===== src/rtl/rr_bus_sched_if.sv =====
// Bus bundle between the round-robin scheduler and its attached devices.
// The scheduler takes the master side; the device array takes the slave side.
interface rr_bus_sched_if #(
    parameter int drvrs   = 4,
    parameter int pckg_sz = 16
);
    logic [drvrs-1:0]         pndng;
    logic [drvrs*pckg_sz-1:0] D_pop;
    logic [drvrs-1:0]         pop;
    logic [drvrs-1:0]         push;
    logic [pckg_sz-1:0]       D_push;
    logic                     busy;
    logic [15:0]              drop_cnt;

    modport master (input pndng, D_pop, output pop, push, D_push, busy, drop_cnt);
    modport slave  (output pndng, D_pop, input pop, push, D_push, busy, drop_cnt);
endinterface


===== src/rtl/rr_bus_sched.sv =====
// Round-robin bus scheduler: pops one packet from a granted device, then pushes it
// to its destination (unicast or broadcast), counting undeliverable packets as drops.
module rr_bus_sched #(
    parameter int         drvrs     = 4,
    parameter int         pckg_sz   = 16,
    parameter logic [7:0] broadcast = 8'hFF
) (
    input  logic           clk,
    input  logic           reset,
    rr_bus_sched_if.master bus
);
    localparam int GW = (drvrs > 1) ? $clog2(drvrs) : 1;

    typedef enum logic [1:0] {IDLE, POP, PUSH} state_e;

    state_e             state_q, state_d;
    logic [GW-1:0]      grant_q, grant_d;
    logic [GW-1:0]      last_q, last_d;
    logic [pckg_sz-1:0] pkt_q, pkt_d;
    logic [pckg_sz-1:0] dpush_q, dpush_d;
    logic [drvrs-1:0]   pop_q, pop_d;
    logic [drvrs-1:0]   push_q, push_d;
    logic               busy_q, busy_d;
    logic [15:0]        drop_q, drop_d;

    logic [pckg_sz-1:0] slot [drvrs];
    logic [GW-1:0]      rr_pick;
    logic               rr_hit;
    int                 idx;
    logic [7:0]         dest;
    logic               is_bcast;
    logic               dest_ok;

    for (genvar i = 0; i < drvrs; i++) begin : g_slot
        assign slot[i] = bus.D_pop[i*pckg_sz +: pckg_sz];
    end

    assign dest     = pkt_q[pckg_sz-1 -: 8];
    assign is_bcast = (dest == broadcast);
    assign dest_ok  = ({24'd0, dest} < 32'(drvrs)) && (dest != 8'(grant_q));

    // Scan farthest-first so the device nearest after last_q wins.
    always_comb begin
        rr_hit  = 1'b0;
        rr_pick = last_q;
        idx     = 0;
        for (int off = drvrs; off >= 1; off--) begin
            idx = (int'(last_q) + off) % drvrs;
            if (bus.pndng[GW'(idx)]) begin
                rr_hit  = 1'b1;
                rr_pick = GW'(idx);
            end
        end
    end

    always_ff @(posedge clk) begin
        if (!reset) begin
            state_q <= IDLE;
            grant_q <= '0;
        end else begin
            state_q <= state_d;
            grant_q <= grant_d;
        end
    end

    always_comb begin
        state_d = state_q;
        grant_d = grant_q;
        case (state_q)
            IDLE: if (rr_hit) begin
                state_d = POP;
                grant_d = rr_pick;
            end
            POP:     state_d = bus.pndng[grant_q] ? PUSH : IDLE;
            PUSH:    state_d = IDLE;
            default: state_d = IDLE;
        endcase
    end

    always_comb begin
        pop_d   = '0;
        push_d  = '0;
        pkt_d   = pkt_q;
        dpush_d = dpush_q;
        drop_d  = drop_q;
        last_d  = last_q;
        busy_d  = (state_d != IDLE);
        case (state_q)
            POP: if (bus.pndng[grant_q]) begin
                pop_d[grant_q] = 1'b1;
                pkt_d          = slot[grant_q];
            end
            PUSH: begin
                last_d = grant_q;
                if (is_bcast) begin
                    push_d          = '1;
                    push_d[grant_q] = 1'b0;
                    dpush_d         = pkt_q;
                end else if (dest_ok) begin
                    push_d[dest[GW-1:0]] = 1'b1;
                    dpush_d              = pkt_q;
                end else if (drop_q != 16'hFFFF) begin
                    drop_d = drop_q + 16'd1;
                end
            end
            default: ;
        endcase
    end

    always_ff @(posedge clk) begin
        if (!reset) begin
            pop_q   <= '0;
            push_q  <= '0;
            pkt_q   <= '0;
            dpush_q <= '0;
            busy_q  <= 1'b0;
            drop_q  <= '0;
            last_q  <= GW'(drvrs - 1);
        end else begin
            pop_q   <= pop_d;
            push_q  <= push_d;
            pkt_q   <= pkt_d;
            dpush_q <= dpush_d;
            busy_q  <= busy_d;
            drop_q  <= drop_d;
            last_q  <= last_d;
        end
    end

    assign bus.pop      = pop_q;
    assign bus.push     = push_q;
    assign bus.D_push   = dpush_q;
    assign bus.busy     = busy_q;
    assign bus.drop_cnt = drop_q;
endmodule


===== src/flat_wrapper.sv =====
// flat-port wrapper written by rule: the top's interface ports become plain ports
module rr_bus_sched_flat 
#(
    parameter int         drvrs     = 4,
    parameter int         pckg_sz   = 16,
    parameter logic [7:0] broadcast = 8'hFF
)
  (clk, reset, bus_pndng, bus_D_pop, bus_pop, bus_push, bus_D_push, bus_busy, bus_drop_cnt);
  rr_bus_sched_if #(.drvrs(drvrs), .pckg_sz(pckg_sz)) bus_i ();
  input  logic clk;
  input  logic reset;
  input wire logic [$bits(bus_i.pndng)-1:0] bus_pndng;
  input wire logic [$bits(bus_i.D_pop)-1:0] bus_D_pop;
  output wire logic [$bits(bus_i.pop)-1:0] bus_pop;
  output wire logic [$bits(bus_i.push)-1:0] bus_push;
  output wire logic [$bits(bus_i.D_push)-1:0] bus_D_push;
  output wire logic [$bits(bus_i.busy)-1:0] bus_busy;
  output wire logic [$bits(bus_i.drop_cnt)-1:0] bus_drop_cnt;
  assign bus_i.pndng = bus_pndng;
  assign bus_i.D_pop = bus_D_pop;
  assign bus_pop = bus_i.pop;
  assign bus_push = bus_i.push;
  assign bus_D_push = bus_i.D_push;
  assign bus_busy = bus_i.busy;
  assign bus_drop_cnt = bus_i.drop_cnt;
  rr_bus_sched #(.drvrs(drvrs), .pckg_sz(pckg_sz), .broadcast(broadcast)) u_core (.clk(clk), .reset(reset), .bus(bus_i));
endmodule

===== config.mk =====
export PLATFORM = sky130hd
export DESIGN_NAME = rr_bus_sched_flat
export DESIGN_NICKNAME = d
export VERILOG_FILES = /design/src/rtl/rr_bus_sched_if.sv /design/src/rtl/rr_bus_sched.sv /design/src/flat_wrapper.sv
export SDC_FILE = /design/constraint.sdc
export NUM_CORES = 1
export LEC_CHECK = 0
export ABC_AREA = 1
export CORE_MARGIN = 1.5
export CORE_UTILIZATION = 47
export DETAILED_ROUTE_END_ITERATION = 10
export GPL_TIMING_DRIVEN = 1
export PLACE_DENSITY = 0.82
export SLEW_MARGIN = 20
export SYNTH_ARGS = -nofsm -noshare
export SYNTH_HDL_FRONTEND = slang
export SYNTH_SLANG_ARGS = --single-unit

===== constraint.sdc =====
create_clock -name clk -period 2.1 [get_ports clk]
set_clock_uncertainty 0.15 [all_clocks]
set_input_delay 0.315 -clock clk [delete_from_list [all_inputs] [get_ports clk]]
set_output_delay 0.315 -clock clk [all_outputs]
set_load 0.01 [all_outputs]

==> impl_metrics.json, run 1 <==
{
  "crit_path_start_kind": "flop",
  "gp_congestion": 0.870,
  "drt_iter0_drc": 168,
  "cpMaxStageDelayCell": "clkdlybuf4s50_1",
  "synthSimpleGateAreaFrac_pct": 39.1,
  "yosys_most_used_dff": "dfxtp_1",
  "fin_nets": 727,
  "drc": 0,
  "crit_path_end_kind": "output port",
  "synth_compound_gate_area_share_pct": 13.9,
  "wl_per_cell_um": 11.7,
  "cts_hold_buf": 0,
  "slew_headroom_pct": 53.2,
  "p_leak_nw": 1.93,
  "final.setup.worst_slack_ps": 259,
  "vias": 3813,
  "cts_buffer_depth": 2,
  "fp.dieW_um": 88.9,
  "antenna_found_initial": 0,
  "cp_cell_sequence": "clkdlybuf4s50_1",
  "grt_pass1_vias": 3291,
  "drive_gt1_share_pct": 6.20,
  "period_needed_ps": 1840,
  "setup_tns_ps": 0,
  "dr.pass1.iters": 4,
  "worstPathRequired_ps": 1630,
  "synth_top_family_by_area": "simple AND/OR/NAND/NOR gates",
  "worst-path-buf-inv": 1,
  "synth.ff_latch_count": 63,
  "syn_nets": 626,
  "tightest_slew_ps": 701,
  "ff_latch_area_um2": 1260,
  "synth_top_area_cell": "dfxtp_1",
  "synth.most_common_cell": "nand2_1",
  "crit_fanout": 6,
  "multiInputGateArea_um2": 1940,
  "drv_slew": 0,
  "area_growth_pct": 37.2,
  "post-place-ws_ps": 166,
  "die_area_um2": 7910,
  "viasPerCell": 5.02,
  "die_height_um": 88.9,
  "maxCapViolCount": 0,
  "fill_cells": 639,
  "fmax_mhz": 543,
  "path_class": "reg -> out",
  "yosys.area.top_type_share_pct": 36.3,
  "cts_root_buffer": "clkbuf_8",
  "clock-sinks": 63,
  "syn_area_um2": 3470,
  "hpwl_mm": 6.56,
  "core_um2": 7210,
  "yosysWarnings": 0,
  "cts_setup_buffers": 0,
  "post-route-period-util_pct": 87.7,
  "ir_drop_mv": 0.373,
  "htree_num_levels": 3,
  "path_clk_slew_ps": 70,
  "setup_viol": 0,
  "initial_utilization_pct": 48.1,
  "synth.area.top_cells": "dfxtp_1, nand2_1, nor2_1, a21oi_1, nand3_1",
  "hold_viol_final": 0,
  "synth_adder_area_share_pct": 0.360,
  "critPathArrivalTime_ps": 1380,
  "async_flop_share_pct": 0,
  "synth_cells": 555,
  "synth_seq_area_share_pct": 36.3,
  "syn-mean-instance-area_um2": 6.25,
  "diodes": 0,
  "port_buffers": 110,
  "cp_top_family": "buffers and inverters",
  "track_usage_pct": 22.9,
  "rsz0062_at_grt": "no",
  "power_density_nw_per_um2": 688,
  "synth_edf_count": 0,
  "cts_resized": 0,
  "slowest_delay_ps": 580,
  "synth_xor_area_share_pct": 2.52,
  "routed_wl_mm": 8.91,
  "antenna_left": 0,
  "io_pins": 111,
  "clk_latency_ps": 330,
  "grt-ovfl-total": 0,
  "synth.mux.area_fraction_pct": 0,
  "rows": 31,
  "grt_max_degree": 34,
  "numCtsBuffers": 9,
  "hold_class": "reg -> reg",
  "yosysUniqueCellTypes": 35,
  "cts_tree": "yes",
  "synthTopCellsByCount": "nand2_1, nor2_1, a21oi_1, dfxtp_1, nand3_1",
  "status": "finished, final reports clean",
  "grt_first_pass_wirelength_mm": 14.3
}
==> path summary, 6_finish.rpt <==
check / slack, ps / cells after the start / from / endpoint
worst min register to register: 330 / 2 / u_core.pkt_q[7]$_SDFFE_PN0N_ / u_core.pkt_q[7]$_SDFFE_PN0N_
worst min-delay path: 330 / 2 / u_core.pkt_q[7]$_SDFFE_PN0N_ / u_core.pkt_q[7]$_SDFFE_PN0N_
worst max-delay path: 260 / 1 / u_core.bus.drop_cnt[12]$_SDFFE_PN0P_ / bus_drop_cnt[12]
worst max register to register: 280 / 9 / u_core.grant_q[0]$_SDFFE_PN0P_ / u_core.bus.D_push[1]$_SDFFE_PN0P_
==> sequential cells by signal (all words and copies together) (netlist names) <==
name,flops
u_core.pkt_q,16
u_core.bus.pop,4
u_core.grant_q,2
u_core.bus.busy,1
u_core.state_q,2
u_core.last_q,2
u_core.bus.push,4
u_core.bus.D_push,16
u_core.bus.drop_cnt,16
==> where the power goes <==
group	leakage [nW]	total, mW	switching (mW)	internal (mW)
clock network	0.0866	0.850	0.432	0.418
registers	0.511	1.36	0.0772	1.28
logic	1.33	1.07	0.631	0.438
total	1.93	3.28	1.14	2.14
==> cell usage in the layout (no fill, tap or decap), types with 3 or more instances in the layout <==
master,Yosys,layout
nand2_1,186,186
clkdlybuf4s50_1,0,110
nor2_1,96,95
a21oi_1,70,70
dfxtp_1,63,63
nand3_1,28,28
inv_1,23,23
o21ai_0,15,15
clkbuf_8,0,9
inv_2,6,6
clkinv_2,1,6
xnor2_1,6,6
buf_4,3,6
nand2_2,4,4
xor2_1,4,4
nor3_1,4,4
nand4_1,3,3
o21ai_1,3,3
==> stage by stage <==
step,total power [mW],cell area [um2],instances,utilization (%),hold WS [ps]
2_1_floorplan,2.12,3470,555,-,296
6_report,3.28,4760,760,66.0,327
5_1_grt,3.49,4760,760,66.0,357
3_5_place_dp,2.44,4610,744,63.8,315
4_1_cts,3.29,4760,760,66.0,332
3_3_place_gp,2.42,4610,744,63.8,308
==> metal layers <==
metal	global-route usage [%]	vias up	share of wire [%]	wire length, um
met5	0	-	0	0
met4	8.81	0	2.2	197
met3	5.26	20	6.6	589
met2	38.8	150	48	4240
met1	28.4	1676	44	3880
li1	-	1967	-	-
==> worst reg2reg max path, stage by stage (launching register included) <==
cell and delay (ps):
dfxtp_1 490, nand2_1 80, nand2_1 70, nand2_1 50, nand2_2 100, nand2_4 70
nand2_2 190, clkinv_2 240, nor2_1 180, nor2_1 70
==> cells by family after synthesis <==
group                      Yosys count
AOI/OAI and AO/OA                   92
xor gates and xnor gates            10
adders and majority gates            1
buffers and inverters               57
DFF                                 63
and+or+nand+nor                    332
==> cell type report <==
| class | instances | area share [%] |
|---|---|---|
| Sequential cell | 63 | 26.5 |
| Multi-Input combinational cell | 435 | 40.8 |
| Tap cell | 99 | 2.60 |
| Clock inverter | 5 | 0.525 |
| Clock buffer | 11 | 2.76 |
| Inverter | 30 | 2.39 |
| Timing Repair Buffer | 117 | 24.5 |
Note: power is estimated with default switching activity, not from simulation.
==> run 2, diff against run 1 <==
--- a/config.mk
+++ b/config.mk
@@ -6,11 +6,13 @@
 export NUM_CORES = 1
 export LEC_CHECK = 0
 export ABC_AREA = 1
+export CORE_ASPECT_RATIO = 0.8
 export CORE_MARGIN = 1.5
 export CORE_UTILIZATION = 47
 export DETAILED_ROUTE_END_ITERATION = 10
 export GPL_TIMING_DRIVEN = 1
 export PLACE_DENSITY = 0.82
+export SKIP_CTS_REPAIR_TIMING = 1
 export SLEW_MARGIN = 20
 export SYNTH_ARGS = -nofsm -noshare
 export SYNTH_HDL_FRONTEND = slang
==> run 2 against run 1 <==
Net effect: sequential share of layout area is 0.34 points lower; non-clock buffer count is 3 higher; cell count is 1.3% lower; core utilization is 2.7 points higher; die area hardly changed; sequential cell count stayed put; count of clock-buffer cells in the layout stayed put.
==> impl_metrics.json, run 2 (synthesis results as in run 1) <==
{
  "viasPerCell": 5.20,
  "routed_wl_mm": 9.46,
  "fin_nets": 730,
  "path_class": "reg -> out",
  "stdcell_area_um2": 4820,
  "track_usage_pct": 24.7,
  "diodes": 0,
  "cts_tree": "yes",
  "cts_root_buffer": "clkbuf_8",
  "placed_area_um2": 4610,
  "critPathArrivalTime_ps": 1410,
  "grt-ovfl-total": 0,
  "wl_per_cell_um": 12.6,
  "port_buffers": 110,
  "reg2reg_depth": 8,
  "die_area_um2": 7910,
  "drc": 0,
  "status": "finished, final reports clean",
  "grt_pass1_vias": 3506,
  "core_um2": 7030,
  "fp.dieW_um": 99.1,
  "cts_buffer_depth": 2,
  "hold_class": "reg -> reg",
  "worstPathRequired_ps": 1630,
  "crit_path_end_kind": "output port",
  "rsz0062_at_grt": "no",
  "worst-path-buf-inv": 1,
  "path_clk_slew_ps": 70,
  "post-route-period-util_pct": 89.2,
  "tightest_slew_ps": 375,
  "most-common-layout-cells": "nand2_1, clkdlybuf4s50_1, nor2_1, a21oi_1, dfxtp_1",
  "antenna_found_initial": 0,
  "clock-sinks": 63,
  "io_pins": 111,
  "post-place-ws_ps": 141,
  "die_height_um": 79.9,
  "drive_gt1_share_pct": 6.64,
  "ir_drop_mv": 0.323,
  "ff2ff_setup_slack_ps": 330,
  "clk_latency_ps": 340,
  "numCtsBuffers": 9,
  "grt_max_degree": 34,
  "slowest_delay_ps": 590,
  "worst-path-stages": 1,
  "cp_top_family": "buffers and inverters",
  "period_needed_ps": 1870,
  "maxCapViolCount": 0,
  "setup_tns_ps": 0,
  "cp_cell_sequence": "clkdlybuf4s50_1",
  "slew_headroom_pct": 74.9,
  "crit_path_start_kind": "flop",
  "hold_depth": 2,
  "htree_num_levels": 3,
  "p_clk_share_pct": 31.5,
  "grt_first_pass_wirelength_mm": 15.6,
  "fmax_mhz": 534,
  "gp_congestion": 0.915,
  "p_leak_nw": 1.96,
  "drv_slew": 0,
  "p_seq_share_pct": 37.8,
  "p_sw_mw": 1.16,
  "setup_viol": 0,
  "drt_iter0_drc": 212,
  "p_sw_share_pct": 32.3,
  "crit_fanout": 6,
  "vias": 3897,
  "initial_utilization_pct": 49.4,
  "dr.pass1.iters": 5,
  "hpwl_mm": 7.07,
  "area_growth_pct": 39.0,
  "rows": 27,
  "hold_viol_final": 0,
  "internal-power_mw": 2.42,
  "p_comb_share_pct": 30.6,
  "power_density_nw_per_um2": 741,
  "layout_commonest_cell": "nand2_1",
  "antenna_left": 0,
  "cpMaxStageDelayCell": "clkdlybuf4s50_1",
  "final.setup.worst_slack_ps": 227
}
-- run 2: final cells by class --
type / instances / area (um2)
Inverter: 30 / 114
Multi-Input combinational cell: 435 / 1940
Sequential cell: 63 / 1260
Fill cell: 622 / 2200
Tap cell: 87 / 109
Clock buffer: 11 / 141
Clock inverter: 4 / 70.1
Timing Repair Buffer: 120 / 1190
-- run 2: routing by layer --
layer	track usage, %	vias to the layer above	wire length [um]
met5	0	-	0
met4	10.3	0	263
met3	6.22	22	729
met2	41.4	160	4370
met1	30.3	1739	4100
li1	-	1976	-
-- run 2: power groups by stage --
stage | Sequential, mW | Combinational, mW | Clock (mW)
2_1_floorplan | 1.37 | 0.749 | 0
3_3_place_gp | 1.37 | 1.07 | 0
3_5_place_dp | 1.38 | 1.08 | 0
4_1_cts | 1.35 | 1.09 | 1.14
5_1_grt | 1.36 | 1.22 | 1.19
6_report | 1.35 | 1.09 | 1.13
-- run 2: path summary, 6_finish.rpt --
path,start,end
worst max register to register,u_core.bus.drop_cnt[0]$_SDFFE_PN0P_,u_core.bus.drop_cnt[3]$_SDFFE_PN0P_
worst min register to register,u_core.pkt_q[2]$_SDFFE_PN0N_,u_core.pkt_q[2]$_SDFFE_PN0N_
worst max-delay path,u_core.bus.drop_cnt[3]$_SDFFE_PN0P_,bus_drop_cnt[3]
worst min-delay path,u_core.pkt_q[2]$_SDFFE_PN0N_,u_core.pkt_q[2]$_SDFFE_PN0N_
-- run 2: per-stage QoR --
stage                     total power [mW]  hold slack (ps)  utilization (%)  instances
after floorplan                       2.12              296                -        555
after global placement                2.44              308             65.7        735
after detailed placement              2.46              313             65.7        735
after CTS                             3.58              330             68.7        750
after global routing                  3.77              352             68.7        750
final                                 3.57              327             68.7        750
